**config.mk**
```make
export PLATFORM = sky130hd
export DESIGN_NAME = instruction_loader
export DESIGN_NICKNAME = d
export VERILOG_FILES = /design/src/rtl/loader_pkg.sv /design/src/rtl/byte_word_packer.sv /design/src/rtl/instruction_loader.sv
export SDC_FILE = /design/constraint.sdc
export NUM_CORES = 1
export LEC_CHECK = 0
export BUFFER_PORTS_ARGS = -buffer_cell sky130_fd_sc_hd__buf_2
export CAP_MARGIN = 20
export CORE_MARGIN = 2
export CORE_UTILIZATION = 30
export CTS_CLUSTER_DIAMETER = 80
export DETAILED_ROUTE_END_ITERATION = 16
export GPL_TIMING_DRIVEN = 1
export PLACE_DENSITY = 0.56
export SLEW_MARGIN = 10
export SYNTH_ARGS = -nofsm -noshare
export SYNTH_HDL_FRONTEND = slang
export SYNTH_HIERARCHICAL = 1
export SYNTH_SLANG_ARGS = --single-unit
```
**constraint.sdc**
```tcl
create_clock -name clock -period 3.2 [get_ports clock]
set_input_delay 0.64 -clock clock [delete_from_list [all_inputs] [get_ports clock]]
set_output_delay 0.64 -clock clock [all_outputs]
set_load 0.02 [all_outputs]
```
**src/rtl/loader_pkg.sv**
```systemverilog
// loader_pkg: shared types and constants for the instruction loader.
//   loader_state_t : loader FSM states
//   HDR_BYTES      : bytes in the big-endian word-count header
//   BYTES_PER_WORD : bytes packed into one instruction word
package loader_pkg;

  typedef enum logic [2:0] {
    ST_IDLE   = 3'd0,
    ST_LEN_HI = 3'd1,
    ST_LEN_LO = 3'd2,
    ST_DATA   = 3'd3,
    ST_DONE   = 3'd4,
    ST_ERR    = 3'd5
  } loader_state_t;

  localparam int HDR_BYTES      = 2;
  localparam int BYTES_PER_WORD = 4;

endpackage

```
**src/rtl/byte_word_packer.sv**
```systemverilog
// byte_word_packer: packs a byte stream MSB-first into 32-bit words.
//   clock, reset : rising-edge clock, asynchronous active-high reset
//   shift_en     : shift in_byte this cycle
//   clear        : discard any partial word and restart at byte 0
//   in_byte      : incoming byte
//   word         : assembled word including the byte being shifted now
//   word_full    : high on the cycle the 4th byte is shifted in
module byte_word_packer
  import loader_pkg::*;
(
  input  logic        clock,
  input  logic        reset,
  input  logic        shift_en,
  input  logic        clear,
  input  logic [7:0]  in_byte,
  output logic [31:0] word,
  output logic        word_full
);

  // Only the first three bytes need storage; the fourth is taken live so
  // the complete word is available on the same edge that accepts it.
  logic [23:0] shift_reg;
  logic [31:0] shift_next;
  logic [1:0]  cnt_reg;

  genvar gi;
  generate
    for (gi = 0; gi < BYTES_PER_WORD; gi++) begin : g_lane
      if (gi == 0) begin : g_first
        assign shift_next[7:0] = in_byte;
      end else begin : g_rest
        assign shift_next[8*gi +: 8] = shift_reg[8*(gi-1) +: 8];
      end
    end
  endgenerate

  always_ff @(posedge clock or posedge reset) begin
    if (reset) begin
      shift_reg <= '0;
      cnt_reg   <= '0;
    end else if (clear) begin
      shift_reg <= '0;
      cnt_reg   <= '0;
    end else if (shift_en) begin
      shift_reg <= shift_next[23:0];
      cnt_reg   <= cnt_reg + 2'd1;
    end
  end

  assign word      = shift_next;
  assign word_full = shift_en && (cnt_reg == 2'(BYTES_PER_WORD - 1));

endmodule

```
**src/rtl/instruction_loader.sv**
```systemverilog
// instruction_loader: boot-time loader feeding the MIPS instruction memory.
// Accepts a 16-bit big-endian word count followed by that many 32-bit
// big-endian words, writes them to addresses 0.. and then releases the CPU.
//   clock, reset         : rising-edge clock, asynchronous active-high reset
//   start                : one-cycle pulse, begins a load from IDLE
//   in_valid/in_byte     : byte stream; accepted when in_valid && in_ready
//   in_ready             : loader can take a byte this cycle
//   mem_we/addr/wdata    : registered instruction-memory write port
//   cpu_run, done        : high once the load has completed
//   error                : header count exceeded memory depth
module instruction_loader
  import loader_pkg::*;
#(
  parameter int ADDR_WIDTH = 8,
  parameter int WORD_WIDTH = 32
) (
  input  logic                  clock,
  input  logic                  reset,
  input  logic                  start,
  input  logic                  in_valid,
  input  logic [7:0]            in_byte,
  output logic                  in_ready,
  output logic                  mem_we,
  output logic [ADDR_WIDTH-1:0] mem_addr,
  output logic [WORD_WIDTH-1:0] mem_wdata,
  output logic                  cpu_run,
  output logic                  done,
  output logic                  error
);

  // One extra bit so a load of exactly 2**ADDR_WIDTH words is representable.
  localparam int IDX_W = ADDR_WIDTH + 1;

  loader_state_t    state_reg;
  logic [7:0]       len_hi_reg;
  logic [IDX_W-1:0] total_reg;
  logic [IDX_W-1:0] word_idx_reg;
  logic [IDX_W-1:0] word_idx_next;
  logic [15:0]      count_next;

  logic        accept;
  logic        pk_shift;
  logic        pk_clear;
  logic [31:0] pk_word;
  logic        pk_full;

  assign accept        = in_valid && in_ready;
  assign count_next    = {len_hi_reg, in_byte};
  assign word_idx_next = word_idx_reg + 1'b1;
  assign pk_shift      = accept && (state_reg == ST_DATA);
  // Start every frame's payload from byte 0 regardless of history.
  assign pk_clear      = accept && (state_reg == ST_LEN_LO);

  byte_word_packer u_packer (
    .clock     (clock),
    .reset     (reset),
    .shift_en  (pk_shift),
    .clear     (pk_clear),
    .in_byte   (in_byte),
    .word      (pk_word),
    .word_full (pk_full)
  );

  always_ff @(posedge clock or posedge reset) begin
    if (reset) begin
      state_reg    <= ST_IDLE;
      len_hi_reg   <= '0;
      total_reg    <= '0;
      word_idx_reg <= '0;
      in_ready     <= 1'b0;
      mem_we       <= 1'b0;
      mem_addr     <= '0;
      mem_wdata    <= '0;
      cpu_run      <= 1'b0;
      done         <= 1'b0;
      error        <= 1'b0;
    end else begin
      mem_we <= 1'b0;
      unique case (state_reg)
        ST_IDLE: begin
          if (start) begin
            state_reg <= ST_LEN_HI;
            in_ready  <= 1'b1;
          end
        end
        ST_LEN_HI: begin
          if (accept) begin
            len_hi_reg <= in_byte;
            state_reg  <= ST_LEN_LO;
          end
        end
        ST_LEN_LO: begin
          if (accept) begin
            if (count_next == 16'd0) begin
              state_reg <= ST_DONE;
              in_ready  <= 1'b0;
              done      <= 1'b1;
              cpu_run   <= 1'b1;
            end else if (32'(count_next) > (32'd1 << ADDR_WIDTH)) begin
              state_reg <= ST_ERR;
              in_ready  <= 1'b0;
              error     <= 1'b1;
            end else begin
              state_reg    <= ST_DATA;
              total_reg    <= IDX_W'(count_next);
              word_idx_reg <= '0;
            end
          end
        end
        ST_DATA: begin
          if (pk_full) begin
            mem_we       <= 1'b1;
            mem_addr     <= word_idx_reg[ADDR_WIDTH-1:0];
            mem_wdata    <= WORD_WIDTH'(pk_word);
            word_idx_reg <= word_idx_next;
            if (word_idx_next == total_reg) begin
              state_reg <= ST_DONE;
              in_ready  <= 1'b0;
              done      <= 1'b1;
              cpu_run   <= 1'b1;
            end
          end
        end
        ST_DONE: begin
          state_reg <= ST_DONE;
        end
        ST_ERR: begin
          state_reg <= ST_ERR;
        end
        default: begin
          state_reg <= ST_IDLE;
          in_ready  <= 1'b0;
        end
      endcase
    end
  end

endmodule
```
After elaboration in Yosys (flattened, before gate mapping). Cells that the tools add are included. Widths: inputs -> output; s select.

Input bits: 12. Output and inout bits: 45. Bits in registers: 99.

Eq/ne operators: 16. Multiplexer cells: 31. Reduce and logical (&&, ||, !) cells: 17. $lt $le $gt $ge: 1. Add/sub/neg operators: 2. Bitwise logic cells: 3.

Operator list (number): $mux 24 (2); $mux 9 (4); $mux 3 (7); $pmux 3 s6 (1); $pmux 9 s2 (1); $gt 16x9->1 const B (1); $logic_not 16->1 (1); $reduce_and 5->1 (3); $mux 1 (12); $ne 2x2->1 const B (6); $add 9x1->9 const B (1); $eq 9x9->1 (1); $reduce_and 4->1 (2); $eq 3x2->1 const B (2); $eq 3x3->1 const B (2); $reduce_and 6->1 (1); $logic_and 1x1->1 (4); $mux 2 (2); $ne 2x1->1 const B (2); $pmux 1 s4 (1); $reduce_and 2->1 (2); $reduce_bool 2->1 (2); $eq 3x1->1 const B (1); $logic_not 3->1 (1); other kinds (6) (8).

Logic depth before layout (Yosys ltp). Gate-level depths: netlist of the first run.

Word-level depth: 5. Depth in mapped cells: 13. Gate-level depth less buffers: 10.

Cells and area by module. The synthesis of the first run kept the hierarchy.

By module, submodules not included: instruction_loader (times used 1, area an instance 3339.5 um^2, sequential area each 1826.8 um^2, cells an instance 358); byte_word_packer (times used 1, area an instance 1158.6 um^2, sequential area each 650.6 um^2, cells an instance 95).

Worst setup path before layout of the first run. OpenSTA, ideal clock, no wires.

Path type: reg-to-reg. From: register state_reg[0]. To: register mem_addr[6]. Library setup time: 0.065 ns. Arrival: 2.357 ns. Buffers on the path: 5. Slack: 0.778 ns. Cell stages (with the launch flop): 14. Required time: 3.135 ns. Path through: dfrtp_1 > clkbuf_1 > nor2b_1 > nand2_1 > nor2_1 > buf_6 > buf_12 > and2_1 > nand3_1 > inv_1 > buf_2 > buf_1 > nand2_1 > nand2_1.

Word-level cells in the longest chain between the ends: 4.

Ends and longest elaborated chain: start: declaration (line instruction_loader.sv:34) `loader_state_t state_reg;`; start signal: assignment (line instruction_loader.sv:66) `state_reg <= ST_IDLE;`; start signal: assignment (line instruction_loader.sv:82) `state_reg <= ST_LEN_HI;`; start signal: assignment (line instruction_loader.sv:89) `state_reg <= ST_LEN_LO;`; $eq 3x2->1 (line instruction_loader.sv:50) `assign pk_shift = accept && (state_reg == ST_DATA);`; $logic_and 1x1->1 (line instruction_loader.sv:50); named net pk_shift (line instruction_loader.sv:42) `logic pk_shift;`; $logic_and 1x1->1 (line byte_word_packer.sv:51) `assign word_full = shift_en && (cnt_reg == 2'(BYTES_PER_WORD - 1));`; named net pk_full (line instruction_loader.sv:45) `logic pk_full;`; $reduce_and 2->1 (no line); end signal: assignment (line instruction_loader.sv:113) `mem_addr <= word_idx_reg[ADDR_WIDTH-1:0];`; end: declaration (line instruction_loader.sv:24) `output logic [ADDR_WIDTH-1:0] mem_addr,`.

The timed path passes the listed nets, and every way through them passes these cells. A chain may end at the register's enable or synchronous reset.

Final worst setup path of the first run.
From: register state_reg[0]. To: register word_idx_reg[3].

Word-level cells in the longest chain between the ends: 5. Elaborated cells on any way between the ends: 11. Those cells by class: 6 x eq/ne; 1 x mux; 4 x reduce/logical.

Ends and longest elaborated chain: $eq 3x2->1 (line instruction_loader.sv:50); $logic_and 1x1->1 (line instruction_loader.sv:50); named net pk_shift (line instruction_loader.sv:42); $logic_and 1x1->1 (line byte_word_packer.sv:51); named net pk_full (line instruction_loader.sv:45); $ne 2x2->1 (no line); $reduce_and 5->1 (no line); end signal: assignment (line instruction_loader.sv:115) `word_idx_reg <= word_idx_next;`; end: declaration (line instruction_loader.sv:37) `logic [IDX_W-1:0] word_idx_reg;`.

The timed path passes the listed nets, and every way through them passes these cells.

==> results.py, run 1 <==
metrics = {
    "synthesis": {
        "synth-edff-count": 0,
        "synth.distinct_cells": 49,
        "ys_warn_count": 6,
        "syn_area_um2": 4500,
        "synthArstFlopShare": 1.00,
        "syn-num-nets": 467,
        "dominantRegCellSynth": "dfrtp_1",
        "syn_avg_cell_area_um2": 9.93,
        "ys_seq_area_frac": 0.551,
        "synth_cells": 453,
        "yosys_register_bits": 99,
    },
    "power": {
        "power_leakage_nw": 2.61,
        "power.density_nw_per_um2": 874,
        "peakVddDrop_uv": 355,
    },
    "worst_setup_path": {
        "path_class": "flop to flop",
        "cp.arrival_ns": 2.67,
        "crit_start": "state_reg[0]",
        "crit_path_top_delay_cell": "dfrtp_1",
        "cp-start-kind": "flop",
        "timing.rr.end": "word_idx_reg[3]",
        "cp-end-kind": "flop",
        "reg2regPathDepth": 10,
        "slowest_delay_ns": 0.51,
        "cp_cell_sequence": "nor2b_1 -> nand2_1 -> nor2_4 -> and2_1 -> nand2_1 -> o21ai_0 -> nand3b_1 -> a31o_2 -> o21ai_0 -> o31ai_1",
        "cp-endpoint": "word_idx_reg[3]",
        "regToRegStartpoint": "state_reg[0]",
        "r2r_slack_ns": 0.74,
        "required_ns": 3.41,
        "path_max_fanout": 10,
    },
    "floorplan": {
        "initial_core_util": 0.308,
        "die_x_um": 126,
        "ioPinCount": 57,
        "rows": 44,
        "dieArea_um2": 16000,
        "fp.coreArea_um2": 14600,
        "die_h_um": 126,
    },
    "global_routing": {
        "grt_pass1_vias": 3274,
        "overflow": 0,
        "grt_max_degree": 51,
        "globalRouteTotalUtil": 0.136,
        "antenna_found_initial": 0,
        "grt_pass1_wl_mm": 17.3,
    },
    "place": {
        "dp_hpwl_mm": 7.15,
        "place.gp.congestion": 0.833,
        "placed_cell_area_um2": 4880,
        "placed_cells": 666,
        "portBuffers": 56,
    },
    "finish": {
        "largest_register_ffs": 32,
        "fill_cells": 1463,
        "diodes": 0,
        "drive_gt1_frac": 0.220,
        "layout.cells.most_common_list": "nand2_1 (136), dfrtp_1 (99), buf_2 (56)",
        "fin_area_um2": 5190,
        "multi_input_area_um2": 1810,
        "nNetsFinal": 508,
        "syn_to_final_growth_pct": 15.4,
        "final_cells": 683,
        "final_common_cell": "nand2_1",
        "regArea_um2": 2480,
    },
    "clock_tree": {
        "cts.repair.resized": 0,
        "htreeDepth": 3,
        "cts_made_buffers": 9,
        "cts-root-buf": "clkbuf_16",
        "insertion_delay_ns": 0.35,
        "holdBufCountCts": 0,
        "clk_pin_slew_ns": 0.07,
        "post-cts-setup-buffers": 0,
        "clk_path_buf_depth": 2,
        "clock_sinks": 99,
        "cts_tree": "built",
    },
    "route": {
        "vias": 3265,
        "post-route-drc-count": 0,
        "ant_nets": 0,
        "via_per_inst": 4.78,
        "routed_wl_mm": 10.3,
        "drt-initial-drc-count": 230,
        "firstDrtPassIters": 4,
        "wl_per_cell_um": 15.1,
    },
    "run": {
        "max-cap-violations": 0,
    },
    "sta": {
        "finalSetupViolCount": 0,
        "finalCritPeriodShare": 0.769,
        "slew_viol_final": 0,
        "final.setup.tns_ns": 0,
        "hold_viol": 0,
        "skew_ns": 0.00698,
        "fmax_ghz": 0.406,
        "max-slew-margin-rel": 0.534,
        "worst_pin_slew_ns": 0.699,
        "finalCriticalPeriod_ns": 2.46,
        "rsz0062_at_grt": "no",
        "whs_ns": 0.233,
    },
    "min_path": {
        "hp-class": "input port to asynchronous set/reset pin",
    },
    "outcome": {
        "status": "complete, no violations",
    },
}
-- per-stage QoR --
step,utilization,total power (W),setup WS [ns]
final,0.356,0.00454,0.739
after global routing,0.356,0.00486,0.395
after CTS,0.354,0.00459,0.718
after detailed placement,0.334,0.00352,0.575
after global placement,0.334,0.00348,0.657
after floorplan,-,0.00309,0.707
-- worst min-delay path by stage --
stage / startpoint / end / slack (ns)
global route: reset / u_packer/shift_reg[16] / 0.24
detailed placement: error / error / 0.45
CTS: reset / mem_wdata[24] / 0.43
finish: reset / u_packer/shift_reg[15] / 0.23
floorplan: u_packer/shift_reg[16] / mem_wdata[24] / 0.44
global placement: error / error / 0.45
-- metal layers --
layer,global-route usage,vias up,wire (um)
li1,-,1594,-
met5,0,-,0
met1,0.196,1585,5230
met4,0.0562,0,238
met3,0.0257,15,318
met2,0.201,71,4510
-- cell usage after synthesis, drive strengths merged (3+ instances only) --
library cell / count / area share
a21oi: 8 / 0.0089
a221oi: 3 / 0.0058
a31oi: 5 / 0.0070
and2: 5 / 0.0070
buf: 21 / 0.036
clkbuf: 12 / 0.010
dfrtp: 99 / 0.55
inv: 5 / 0.0042
mux2: 17 / 0.043
mux2i: 25 / 0.056
nand2: 136 / 0.11
nand3: 8 / 0.010
nand3b: 4 / 0.0067
nand4: 3 / 0.0042
nor2: 39 / 0.033
nor2b: 3 / 0.0042
nor4: 4 / 0.0089
o21ai: 18 / 0.020
o31ai: 5 / 0.0083
or3: 3 / 0.0042
xnor2: 5 / 0.0097
xor2: 4 / 0.0078
-- kinds of logic after synthesis --
kind of cell	after synthesis	share of synthesized area
AOI/OAI and AO/OA	48	0.0670
muxes	42	0.0982
DFF	99	0.551
and+or+nand+nor	215	0.211
buffers and inverters	38	0.0498
adders and majority gates	2	0.00556
xor gates and xnor gates	9	0.0175
-- power breakdown --
| group | internal, W | switching [W] |
|---|---|---|
| Sequential | 0.00166 | 0.000358 |
| Combinational | 0.000615 | 0.000858 |
| Clock | 0.000557 | 0.000489 |
-- final cells by class --
| class | instances | share of cell area |
|---|---|---|
| inverters | 5 | 0.00362 |
| clock inverters | 6 | 0.00940 |
| clock buffers | 10 | 0.0460 |
| flip-flops and latches | 99 | 0.477 |
| multi-input cells | 316 | 0.349 |
| repair buffers | 63 | 0.0704 |
| well taps | 184 | 0.0443 |
-- worst max-delay path: cells and delay by family, from the launching register on --
family             cells  cell delay, ns
and+or+nand+nor        6            1.10
AOI/OAI and AO/OA      4            0.72
DFF                    1            0.51
(Power assumes the default switching activity.)
==> inputs of run 2 (changes only) <==
- clock period: 3.2 -> 2.3 ns (I/O delays scaled with it)
==> results.py, run 2 (synthesis gave the netlist of run 1 again) <==
metrics = {
    "finish": {
        "drive_gt1_frac": 0.251,
        "final_common_cell": "nand2_1",
        "syn_to_final_growth_pct": 19.8,
        "largest_register_ffs": 32,
        "diodes": 0,
        "fin_area_um2": 5390,
        "fill_cells": 1466,
        "nNetsFinal": 527,
        "layout.cells.most_common_list": "nand2_1 (136), dfrtp_1 (99), buf_2 (56)",
    },
    "clock_tree": {
        "clk_path_buf_depth": 2,
        "cts_tree": "built",
        "htreeDepth": 3,
        "clock_sinks": 99,
        "insertion_delay_ns": 0.34,
        "cts_made_buffers": 9,
        "cts-root-buf": "clkbuf_16",
        "holdBufCountCts": 0,
        "clk_pin_slew_ns": 0.07,
    },
    "floorplan": {
        "rows": 44,
        "fp.coreArea_um2": 14600,
        "die_x_um": 126,
        "ioPinCount": 57,
        "dieArea_um2": 16000,
        "initial_core_util": 0.308,
        "die_h_um": 126,
    },
    "worst_setup_path": {
        "path_max_fanout": 9,
        "cp-end-kind": "flop",
        "crit_start": "len_hi_reg[4]",
        "path_delay_family": "simple AND/OR/NAND/NOR gates",
        "cp-endpoint": "word_idx_reg[4]",
        "reg2regPathDepth": 7,
        "crit_path_top_delay_cell": "or4_4",
        "cp-start-kind": "flop",
        "path_depth": 7,
        "r2r_slack_ns": 0.15,
        "cp_cell_sequence": "or4_4 -> nor4_4 -> nand3_2 -> buf_4 -> a31o_4 -> o21ai_0 -> o31ai_1",
        "worst-path-buf-inv": 1,
        "timing.rr.end": "word_idx_reg[4]",
        "required_ns": 2.52,
        "regToRegStartpoint": "len_hi_reg[4]",
        "cp.arrival_ns": 2.37,
        "path_class": "flop to flop",
        "slowest_delay_ns": 0.55,
    },
    "sta": {
        "finalCriticalPeriod_ns": 2.15,
        "fmax_ghz": 0.464,
        "rsz0062_at_grt": "no",
        "final.setup.tns_ns": 0,
        "max-slew-margin-rel": 0.663,
        "slew_viol_final": 0,
        "skew_ns": 0.00935,
        "setup_ws_ns": 0.146,
        "finalCritPeriodShare": 0.937,
        "hold_viol": 0,
        "worst_pin_slew_ns": 0.505,
        "finalSetupViolCount": 0,
    },
    "power": {
        "power.density_nw_per_um2": 1230,
        "total_power_w": 0.00661,
        "peakVddDrop_uv": 441,
        "power_leakage_nw": 2.72,
    },
    "route": {
        "drt-initial-drc-count": 181,
        "via_per_inst": 4.71,
        "firstDrtPassIters": 4,
        "post-route-drc-count": 0,
        "wl_per_cell_um": 14.5,
        "vias": 3307,
        "routed_wl_mm": 10.2,
        "ant_nets": 0,
    },
    "min_path": {
        "hp-class": "input port to asynchronous set/reset pin",
    },
    "global_routing": {
        "overflow": 0,
        "grt_max_degree": 53,
        "antenna_found_initial": 0,
        "grt_pass1_wl_mm": 17.1,
        "globalRouteTotalUtil": 0.132,
        "grt_pass1_vias": 3281,
    },
    "place": {
        "dp_hpwl_mm": 7.16,
        "portBuffers": 56,
        "post-place-ws_ns": 0.00117,
        "placed_cell_area_um2": 5020,
        "place.gp.congestion": 0.806,
    },
    "run": {
        "max-cap-violations": 0,
    },
    "outcome": {
        "status": "complete, no violations",
    },
}
run 2: worst register-to-register path, delay by kind of cell (launching register included):
family | cells | cell delay, ns
and+or+nand+nor | 3 | 0.95
AOI/OAI and AO/OA | 3 | 0.52
DFF | 1 | 0.38
buffers and inverters | 1 | 0.18
run 2: how the worst min path moves through the flow:
stage                     slack (ns)  cells past startpoint       endpoint                   start
after detailed placement        0.45                      2  mem_wdata[30]  u_packer/shift_reg[22]
after global placement          0.45                      2  mem_wdata[29]  u_packer/shift_reg[21]
after CTS                       0.16                      2  mem_wdata[10]                   reset
final                           0.16                      2  mem_wdata[24]                   reset
after global routing            0.18                      2  mem_wdata[10]                   reset
after floorplan                 0.44                      2  mem_wdata[24]  u_packer/shift_reg[16]
run 2: final cells by class:
cell class / instances / area, um2 / area share
flip-flops and latches: 99 / 2480 / 0.460
repair buffers: 82 / 513 / 0.0952
clock buffers: 9 / 225 / 0.0418
inverters: 5 / 22.5 / 0.00418
well taps: 184 / 230 / 0.0427
multi-input cells: 316 / 1820 / 0.338
clock inverters: 7 / 98.8 / 0.0183
run 2: routing by layer:
layer  wire [um]  GRT usage  share of wire
met3         357     0.0240          0.035
met2        4630      0.206           0.46
met4         108     0.0362          0.011
met1        5080      0.190           0.50
met5           0          0              0
run 2: through the flow:
| step | cells | hold slack (ns) | utilization |
|---|---|---|---|
| floorplan | 453 | 0.438 | - |
| global placement | 684 | 0.455 | 0.344 |
| detailed placement | 684 | 0.450 | 0.344 |
| CTS | 701 | 0.160 | 0.368 |
| global route | 702 | 0.177 | 0.369 |
| finish | 702 | 0.155 | 0.369 |
run 2: what timing repair did:
action                     CTS  global route
setup endpoints to repair    9             9
pin swaps                    1             1
setup buffers                1             1
gates resized for setup      0             2
run 2: power by group:
| part | total, W | internal (W) | switching (W) |
|---|---|---|---|
| sequential | 0.00274 | 0.00231 | 0.000430 |
| clock | 0.00163 | 0.000961 | 0.000667 |
| combinational | 0.00224 | 0.000971 | 0.00127 |
